### src/rtl/npc_bp.sv
// -----------------------------------------------------------------------------
// npc_bp : next-PC generator with a direct-mapped branch target buffer
//
// Owns the fetch PC register. Each cycle the BTB is looked up with the current
// fetch PC to produce a next-PC prediction. Control-transfer instructions are
// resolved in EX using the EX instruction's own PC. A misprediction raises
// flush for one cycle and redirects fetch on the following edge. The BTB holds
// one entry per index, each with a 2-bit saturating direction counter and a
// flag marking unconditional jumps.
//
// Ports
//   cpu_clk         clock, all state updates on the rising edge
//   cpu_rst         synchronous active-high reset
//   stall           hold the fetch PC (ignored when flush is raised)
//   if_pc           current fetch PC (registered)
//   if_pc4          if_pc + 4
//   if_pred_taken   BTB prediction for if_pc
//   if_pred_target  predicted next PC (if_pc + 4 on a BTB miss)
//   ex_valid        EX holds a real instruction
//   ex_pc           PC of the EX instruction
//   ex_op           00 sequential, 01 jalr, 10 branch, 11 jal
//   ex_br           branch condition (only for ex_op = 10)
//   ex_offset       sign-extended branch/jal immediate
//   ex_rs_imm       jalr target computed by the ALU
//   ex_pred_taken   prediction made at fetch for the EX instruction
//   ex_pred_target  predicted target made at fetch for the EX instruction
//   flush           misprediction, kills IF/ID this cycle
// -----------------------------------------------------------------------------
module npc_bp #(
   parameter int              XLEN        = 32,
   parameter int              BTB_ENTRIES = 16,
   parameter logic [XLEN-1:0] RESET_PC    = '0
) (
   input  logic            cpu_clk,
   input  logic            cpu_rst,
   input  logic            stall,
   output logic [XLEN-1:0] if_pc,
   output logic [XLEN-1:0] if_pc4,
   output logic            if_pred_taken,
   output logic [XLEN-1:0] if_pred_target,
   input  logic            ex_valid,
   input  logic [XLEN-1:0] ex_pc,
   input  logic [1:0]      ex_op,
   input  logic            ex_br,
   input  logic [XLEN-1:0] ex_offset,
   input  logic [XLEN-1:0] ex_rs_imm,
   input  logic            ex_pred_taken,
   input  logic [XLEN-1:0] ex_pred_target,
   output logic            flush
);

   localparam int IDX   = $clog2(BTB_ENTRIES);
   localparam int TAG_W = XLEN - IDX - 2;
   localparam logic [XLEN-1:0] PC_STEP = XLEN'(4);

   typedef enum logic [1:0] {
      OP_SEQ  = 2'b00,
      OP_JALR = 2'b01,
      OP_BR   = 2'b10,
      OP_JAL  = 2'b11
   } ex_op_e;

   // fetch PC
   logic [XLEN-1:0] pc_q, pc_d;

   // BTB storage
   logic             btb_valid_q  [BTB_ENTRIES];
   logic             btb_valid_d  [BTB_ENTRIES];
   logic [TAG_W-1:0] btb_tag_q    [BTB_ENTRIES];
   logic [TAG_W-1:0] btb_tag_d    [BTB_ENTRIES];
   logic [XLEN-1:0]  btb_target_q [BTB_ENTRIES];
   logic [XLEN-1:0]  btb_target_d [BTB_ENTRIES];
   logic [1:0]       btb_cnt_q    [BTB_ENTRIES];
   logic [1:0]       btb_cnt_d    [BTB_ENTRIES];
   logic             btb_jmp_q    [BTB_ENTRIES];
   logic             btb_jmp_d    [BTB_ENTRIES];

   // lookup side
   logic [IDX-1:0]   lk_idx;
   logic [TAG_W-1:0] lk_tag;
   logic             lk_hit;
   logic [XLEN-1:0]  pc_plus4;

   // resolve side
   logic             act_taken;
   logic [XLEN-1:0]  act_target;
   logic             mispredict;
   logic [IDX-1:0]   up_idx;
   logic [TAG_W-1:0] up_tag;
   logic             up_hit;
   logic             up_en;
   logic             up_jmp;

   // ---------------------------------------------------------------------------
   // Fetch-side lookup. Reads only the registered BTB, so an update landing on
   // the same index this cycle is not visible until the next cycle.
   // ---------------------------------------------------------------------------
   always_comb begin
      lk_idx         = pc_q[IDX+1:2];
      lk_tag         = pc_q[XLEN-1:IDX+2];
      pc_plus4       = pc_q + PC_STEP;
      lk_hit         = btb_valid_q[lk_idx] && (btb_tag_q[lk_idx] == lk_tag);
      if_pred_taken  = lk_hit && (btb_jmp_q[lk_idx] || btb_cnt_q[lk_idx][1]);
      if_pred_target = lk_hit ? btb_target_q[lk_idx] : pc_plus4;
   end

   assign if_pc  = pc_q;
   assign if_pc4 = pc_plus4;

   // ---------------------------------------------------------------------------
   // Actual outcome of the EX instruction. A not-taken branch and a plain
   // sequential instruction both fall through to ex_pc + 4.
   // ---------------------------------------------------------------------------
   always_comb begin
      act_taken  = 1'b0;
      act_target = ex_pc + PC_STEP;
      case (ex_op)
         OP_JALR: begin
            act_taken  = 1'b1;
            act_target = ex_rs_imm;
         end
         OP_BR: begin
            if (ex_br) begin
               act_taken  = 1'b1;
               act_target = ex_pc + ex_offset;
            end
         end
         OP_JAL: begin
            act_taken  = 1'b1;
            act_target = ex_pc + ex_offset;
         end
         default: ;
      endcase
   end

   // A predicted target only matters when the instruction really is taken;
   // a correctly predicted not-taken branch never flushes.
   always_comb begin
      mispredict = (act_taken != ex_pred_taken) ||
                   (act_taken && (ex_pred_target != act_target));
      flush      = !cpu_rst && ex_valid && mispredict;
   end

   // ---------------------------------------------------------------------------
   // Next fetch PC. A redirect from EX outranks a stall since the instruction
   // being held is on the wrong path anyway.
   // ---------------------------------------------------------------------------
   always_comb begin
      if (flush) begin
         pc_d = act_target;
      end else if (stall) begin
         pc_d = pc_q;
      end else begin
         pc_d = if_pred_taken ? if_pred_target : pc_plus4;
      end
   end

   // ---------------------------------------------------------------------------
   // BTB update from EX. Sequential instructions never write, even when they
   // were mispredicted through aliasing; a missing entry is only allocated for
   // a taken transfer. Updates proceed regardless of stall.
   // ---------------------------------------------------------------------------
   always_comb begin
      up_idx = ex_pc[IDX+1:2];
      up_tag = ex_pc[XLEN-1:IDX+2];
      up_hit = btb_valid_q[up_idx] && (btb_tag_q[up_idx] == up_tag);
      up_en  = ex_valid && (ex_op != OP_SEQ) && !cpu_rst;
      up_jmp = (ex_op != OP_BR);

      btb_valid_d  = btb_valid_q;
      btb_tag_d    = btb_tag_q;
      btb_target_d = btb_target_q;
      btb_cnt_d    = btb_cnt_q;
      btb_jmp_d    = btb_jmp_q;

      if (up_en) begin
         if (up_hit) begin
            if (act_taken) begin
               if (btb_cnt_q[up_idx] != 2'b11) begin
                  btb_cnt_d[up_idx] = btb_cnt_q[up_idx] + 2'b01;
               end
               btb_target_d[up_idx] = act_target;
            end else if (btb_cnt_q[up_idx] != 2'b00) begin
               btb_cnt_d[up_idx] = btb_cnt_q[up_idx] - 2'b01;
            end
            btb_jmp_d[up_idx] = up_jmp;
         end else if (act_taken) begin
            btb_valid_d[up_idx]  = 1'b1;
            btb_tag_d[up_idx]    = up_tag;
            btb_target_d[up_idx] = act_target;
            btb_cnt_d[up_idx]    = 2'b10;
            btb_jmp_d[up_idx]    = up_jmp;
         end
      end
   end

   // ---------------------------------------------------------------------------
   // State with reset: fetch PC, valid bits and direction counters.
   // ---------------------------------------------------------------------------
   always_ff @(posedge cpu_clk) begin
      if (cpu_rst) begin
         pc_q <= RESET_PC;
         for (int i = 0; i < BTB_ENTRIES; i++) begin
            btb_valid_q[i] <= 1'b0;
            btb_cnt_q[i]   <= 2'b00;
         end
      end else begin
         pc_q        <= pc_d;
         btb_valid_q <= btb_valid_d;
         btb_cnt_q   <= btb_cnt_d;
      end
   end

   // ---------------------------------------------------------------------------
   // Payload fields need no reset: they are ignored while the valid bit is
   // clear, and the update enable is already suppressed during reset.
   // ---------------------------------------------------------------------------
   always_ff @(posedge cpu_clk) begin
      btb_tag_q    <= btb_tag_d;
      btb_target_q <= btb_target_d;
      btb_jmp_q    <= btb_jmp_d;
   end

endmodule

### config.mk
export PLATFORM = sky130hd
export DESIGN_NAME = npc_bp
export DESIGN_NICKNAME = d
export VERILOG_FILES = /design/src/rtl/npc_bp.sv
export SDC_FILE = /design/constraint.sdc
export NUM_CORES = 2
export LEC_CHECK = 0
export BUFFER_PORTS_ARGS = -buffer_cell sky130_fd_sc_hd__buf_2
export CORE_MARGIN = 2
export CORE_UTILIZATION = 61
export DETAILED_ROUTE_END_ITERATION = 12
export PLACE_DENSITY = 0.79
export SKIP_LAST_GASP = 1
export SLEW_MARGIN = 20
export SYNTH_ARGS = -nofsm -noshare
export SYNTH_HDL_FRONTEND = slang
export SYNTH_SLANG_ARGS = --single-unit
### constraint.sdc
create_clock -name cpu_clk -period 10.67 [get_ports cpu_clk]
set_input_delay 0 -clock cpu_clk [delete_from_list [all_inputs] [get_ports cpu_clk]]
set_output_delay 0 -clock cpu_clk [all_outputs]
set_load 0.02 [all_outputs]
==> flow_summary.rst <==
.. list-table::
   :header-rows: 1

   * - Metric
     - Value
   * - Portion of netlist area occupied by mux cells
     - 0.227
   * - Clock-pin transition on the worst setup and hold timing paths
     - 0.06 ns
   * - Average cell area after synthesis
     - 16.1 sq um
   * - Number of enable-type register cells in the synthesized netlist
     - 944
   * - I/O pins
     - 234
   * - Clock sinks
     - roughly 1.0k
   * - GP Congestion
     - 0.965
   * - Library cells used by synthesis
     - 84
   * - Clock Tree Root
     - sky130_fd_sc_hd__clkbuf_16
   * - Post_cts resized
     - 0
   * - H-tree depth reported by CTS
     - 3
   * - Vias after detailed routing
     - 33.1k
   * - Initial detailed-routing violation count
     - 5,716
   * - Data required time of the critical path
     - 10.67 ns
   * - Synthesized-area fraction occupied by ao, oa, aoi and oai cells
     - 0.0505
   * - Worst Max-Slew Pin Slew
     - 1.16 ns
   * - Die height
     - 290 microns
   * - Num CTS Buffers
     - between 100 and 150
   * - Maximum number of pins on one net before global-route repair
     - 109
   * - Final core utilization
     - 0.693
   * - Initial core utilization
     - 0.617
   * - Overall fraction of global-route tracks in use
     - 0.383
   * - Layout cell share with drive strength beyond 1
     - 0.288
   * - Most used flip-flop cell after synthesis
     - sky130_fd_sc_hd__edfxtp_1
   * - Layout Cell Area excl Fill
     - 0.0559 sq mm
   * - Part of the Yosys area used for sequential elements
     - 0.602
   * - Largest driver fanout on the critical path
     - 108
   * - Simple-gate portion of the synthesized area
     - 0.0669
   * - Final min period
     - 6.24 ns
   * - Via count normalized by instance count
     - 7.42
   * - CTS tree
     - built
   * - Outcome
     - finished clean
   * - Leakage power
     - 18.4 nW
   * - Net count of the finished layout
     - 3,490
   * - Layout Skew
     - 0.103 ns
   * - Number of remaining DRC errors
     - 0
   * - Max frequency
     - 160 MHz
   * - Die width
     - 290 microns
   * - Sum of routed wire length over all layers
     - between 150,000 and 200,000 microns
   * - Post-Syn Area
     - 0.0498 sq mm
   * - Final critical-path share of the clock period
     - 0.585
   * - Setup crit start kind
     - register
   * - Async set or reset register ratio after synthesis
     - 0
   * - Total setup violations reported at the end of the flow
     - 0
   * - Half-perimeter wire length after detailed placement
     - 99,600 microns
   * - Crit. End Element
     - output port
   * - Post-synth net total
     - about 3.3k
   * - DRT antenna net count
     - 0
   * - Flip-flop and latch count after synthesis
     - 1,024
   * - Number of placement rows
     - approximately 100
   * - Core ar.
     - 0.0807 sq mm
   * - Adder-cell share of the synthesized area
     - 0.00996
   * - Cell Area, Placed
     - 0.0521 sq mm
   * - Residual overflow from global routing
     - 0
   * - Worst hold-check path type
     - in -> reg
   * - Post-DR wirelength/cell
     - 35.7 microns
   * - Setup CP Type
     - reg -> out
   * - Xor/xnor share of the synthesized area
     - 0.0222
   * - Count of final max-slew check failures
     - 0
   * - Power per unit of standard cell area
     - 177 mW/mm^2
   * - Crit path arrival time
     - 6.24 ns
   * - Initial antenna violation count
     - 9
   * - Buffers from clock root to sink, at most
     - 3
   * - Global-route wire length before repair
     - about 230,000 microns
   * - RSZ-0062 raised after global routing
     - false
   * - Max-capacitance violation count
     - 0
   * - Clock network latency to the later pin of the worst-skew pair
     - 0.73 ns
   * - Post-synthesis instance total
     - 3,084
   * - Largest family of logic cells by synthesized area
     - multiplexers
   * - TritonRoute pass-1 iters
     - 6
   * - Port bufs
     - 233
   * - Tightest slew margin relative to the limit
     - 0.226
   * - Die area
     - 0.0839 sq mm
   * - Synthesis-to-layout area growth
     - 12.3%
   * - Max IR drop VDD
     - 0.000157 V
   * - Ys Warns
     - 0
   * - Vias in the first global route
     - 33.3k
   * - Sum of negative setup slack
     - 0 ns
   * - Total count of hold-check failures in the final report
     - 0
-- layout by cell type, fill, tap and decap left out, types with 45 or more instances in the layout --
cell / n
sky130_fd_sc_hd__a21oi_1: 69
sky130_fd_sc_hd__buf_2: 231
sky130_fd_sc_hd__buf_4: 59
sky130_fd_sc_hd__clkbuf_16: 102
sky130_fd_sc_hd__dfxtp_1: 76
sky130_fd_sc_hd__edfxtp_1: 944
sky130_fd_sc_hd__mux2_2: 59
sky130_fd_sc_hd__mux2i_1: 138
sky130_fd_sc_hd__mux4_2: 398
sky130_fd_sc_hd__nand2_1: 185
sky130_fd_sc_hd__nand3_1: 45
sky130_fd_sc_hd__nand4_1: 45
sky130_fd_sc_hd__nor2_1: 136
sky130_fd_sc_hd__nor3_1: 49
sky130_fd_sc_hd__o21ai_0: 72
sky130_fd_sc_hd__xnor2_1: 89
-- flip-flops by register name, summed over array words and instances (netlist names) --
name          flops
btb_target_q    512
btb_tag_q       416
btb_cnt_q        32
if_pc            32
btb_jmp_q        16
btb_valid_q      16
-- routing by layer --
layer	track usage	vias up	wire (microns)
met3	0.105	625	22800
met5	0	-	79
li1	-	13000	-
met4	0.209	12	10200
met2	0.589	2910	73300
met1	0.502	16600	52900
-- per-stage QoR --
step / worst slack [ns] / power (mW) / cells / hold WS (ns)
2_1_floorplan: 5.94 / 5.62 / 3084 / 0.0989
3_3_place_gp: 4.86 / 6.16 / 4237 / 0.441
3_5_place_dp: 4.68 / 6.20 / 4237 / 0.446
4_1_cts: 4.35 / 9.82 / 4459 / 0.0272
5_1_grt: 4.18 / 10.1 / 4461 / 0.0151
6_report: 4.43 / 9.88 / 4462 / 0.0155
-- Yosys cell counts (6+ instances only) --
| cell type | instances | area share |
|---|---|---|
| sky130_fd_sc_hd__a2111oi_0 | 8 | 0.0014 |
| sky130_fd_sc_hd__a211oi_1 | 27 | 0.0041 |
| sky130_fd_sc_hd__a21boi_0 | 6 | 0.00091 |
| sky130_fd_sc_hd__a21o_1 | 14 | 0.0021 |
| sky130_fd_sc_hd__a21oi_1 | 70 | 0.0070 |
| sky130_fd_sc_hd__a221oi_1 | 12 | 0.0021 |
| sky130_fd_sc_hd__a22oi_1 | 9 | 0.0014 |
| sky130_fd_sc_hd__a31oi_1 | 8 | 0.0010 |
| sky130_fd_sc_hd__and2_1 | 16 | 0.0020 |
| sky130_fd_sc_hd__and3_1 | 35 | 0.0044 |
| sky130_fd_sc_hd__and4_1 | 14 | 0.0025 |
| sky130_fd_sc_hd__buf_1 | 47 | 0.0035 |
| sky130_fd_sc_hd__buf_2 | 42 | 0.0042 |
| sky130_fd_sc_hd__buf_4 | 8 | 0.0012 |
| sky130_fd_sc_hd__clkbuf_1 | 99 | 0.0075 |
| sky130_fd_sc_hd__dfxtp_1 | 80 | 0.032 |
| sky130_fd_sc_hd__edfxtp_1 | 944 | 0.57 |
| sky130_fd_sc_hd__ha_1 | 38 | 0.0096 |
| sky130_fd_sc_hd__inv_1 | 43 | 0.0032 |
| sky130_fd_sc_hd__mux2_2 | 59 | 0.013 |
| sky130_fd_sc_hd__mux2_4 | 20 | 0.0060 |
| sky130_fd_sc_hd__mux2i_1 | 138 | 0.028 |
| sky130_fd_sc_hd__mux4_2 | 398 | 0.18 |
| sky130_fd_sc_hd__nand2_1 | 186 | 0.014 |
| sky130_fd_sc_hd__nand2b_1 | 23 | 0.0029 |
| sky130_fd_sc_hd__nand3_1 | 46 | 0.0046 |
| sky130_fd_sc_hd__nand4_1 | 45 | 0.0057 |
| sky130_fd_sc_hd__nor2_1 | 152 | 0.011 |
| sky130_fd_sc_hd__nor2b_1 | 26 | 0.0033 |
| sky130_fd_sc_hd__nor3_1 | 49 | 0.0049 |
| sky130_fd_sc_hd__nor4_1 | 20 | 0.0025 |
| sky130_fd_sc_hd__o2111ai_1 | 7 | 0.0012 |
| sky130_fd_sc_hd__o211a_1 | 15 | 0.0030 |
| sky130_fd_sc_hd__o211ai_1 | 14 | 0.0021 |
| sky130_fd_sc_hd__o21a_1 | 18 | 0.0027 |
| sky130_fd_sc_hd__o21ai_0 | 76 | 0.0076 |
| sky130_fd_sc_hd__o22ai_1 | 11 | 0.0014 |
| sky130_fd_sc_hd__o31ai_1 | 10 | 0.0015 |
| sky130_fd_sc_hd__or3_1 | 16 | 0.0020 |
| sky130_fd_sc_hd__or4_1 | 13 | 0.0020 |
| sky130_fd_sc_hd__xnor2_1 | 89 | 0.016 |
| sky130_fd_sc_hd__xor2_1 | 37 | 0.0065 |
-- cell type report --
class | instances | area (sq um)
clock buffer | 146 | 2820
tap | 1060 | 1330
timing repair buffer | 328 | 2010
multi-input combinational | 1813 | 19000
fill | 5071 | 24800
inverter | 46 | 173
clock inverter | 43 | 631
antenna | 2 | 5.00
sequential | 1024 | 30000
-- logic make-up after synthesis --
logic type | Yosys count
flops | 1024
simple gates | 669
mux | 615
compound gates | 364
buf+inv | 247
xor+xnor | 126
fa+ha+maj | 39
-- final timing paths --
| path | to | cells after the start | slack, ns | from |
|---|---|---|---|---|
| worst min register to register | btb_cnt_q[30] | 2 | 0.46 | btb_cnt_q[30] |
| worst max register to register | if_pc[25] | 11 | 5.00 | if_pc[2] |
| worst min-delay path | btb_target_q[364] | 3 | 0.02 | ex_rs_imm[12] |
| worst max-delay path | if_pred_target[14] | 10 | 4.43 | if_pc[2] |
-- power breakdown --
part	switching (mW)	internal, mW	leakage [nW]
Clock	1.60	2.10	1.66
Sequential	0.104	4.49	9.08
Combinational	0.980	0.609	7.64
Total	2.68	7.20	18.4
-- critical path, stage by stage (launching register included) --
cell	delay, ns
sky130_fd_sc_hd__dfxtp_4	0.83
sky130_fd_sc_hd__buf_12	0.60
sky130_fd_sc_hd__mux4_2	0.60
sky130_fd_sc_hd__mux2i_1	0.18
sky130_fd_sc_hd__mux2i_1	0.19
sky130_fd_sc_hd__xor2_1	0.26
sky130_fd_sc_hd__or4_1	0.62
sky130_fd_sc_hd__nor3_1	0.26
sky130_fd_sc_hd__nand3_2	0.87
sky130_fd_sc_hd__mux2_2	0.66
sky130_fd_sc_hd__buf_2	0.18
-- what timing repair did --
| action | 4_1_cts | 5_1_grt |
|---|---|---|
| hold buffers | 33 | 0 |
| endpoints found under the hold margin | 472 | 0 |
| setup buffers | 0 | 0 |
Power figures use the tool's default switching activity.
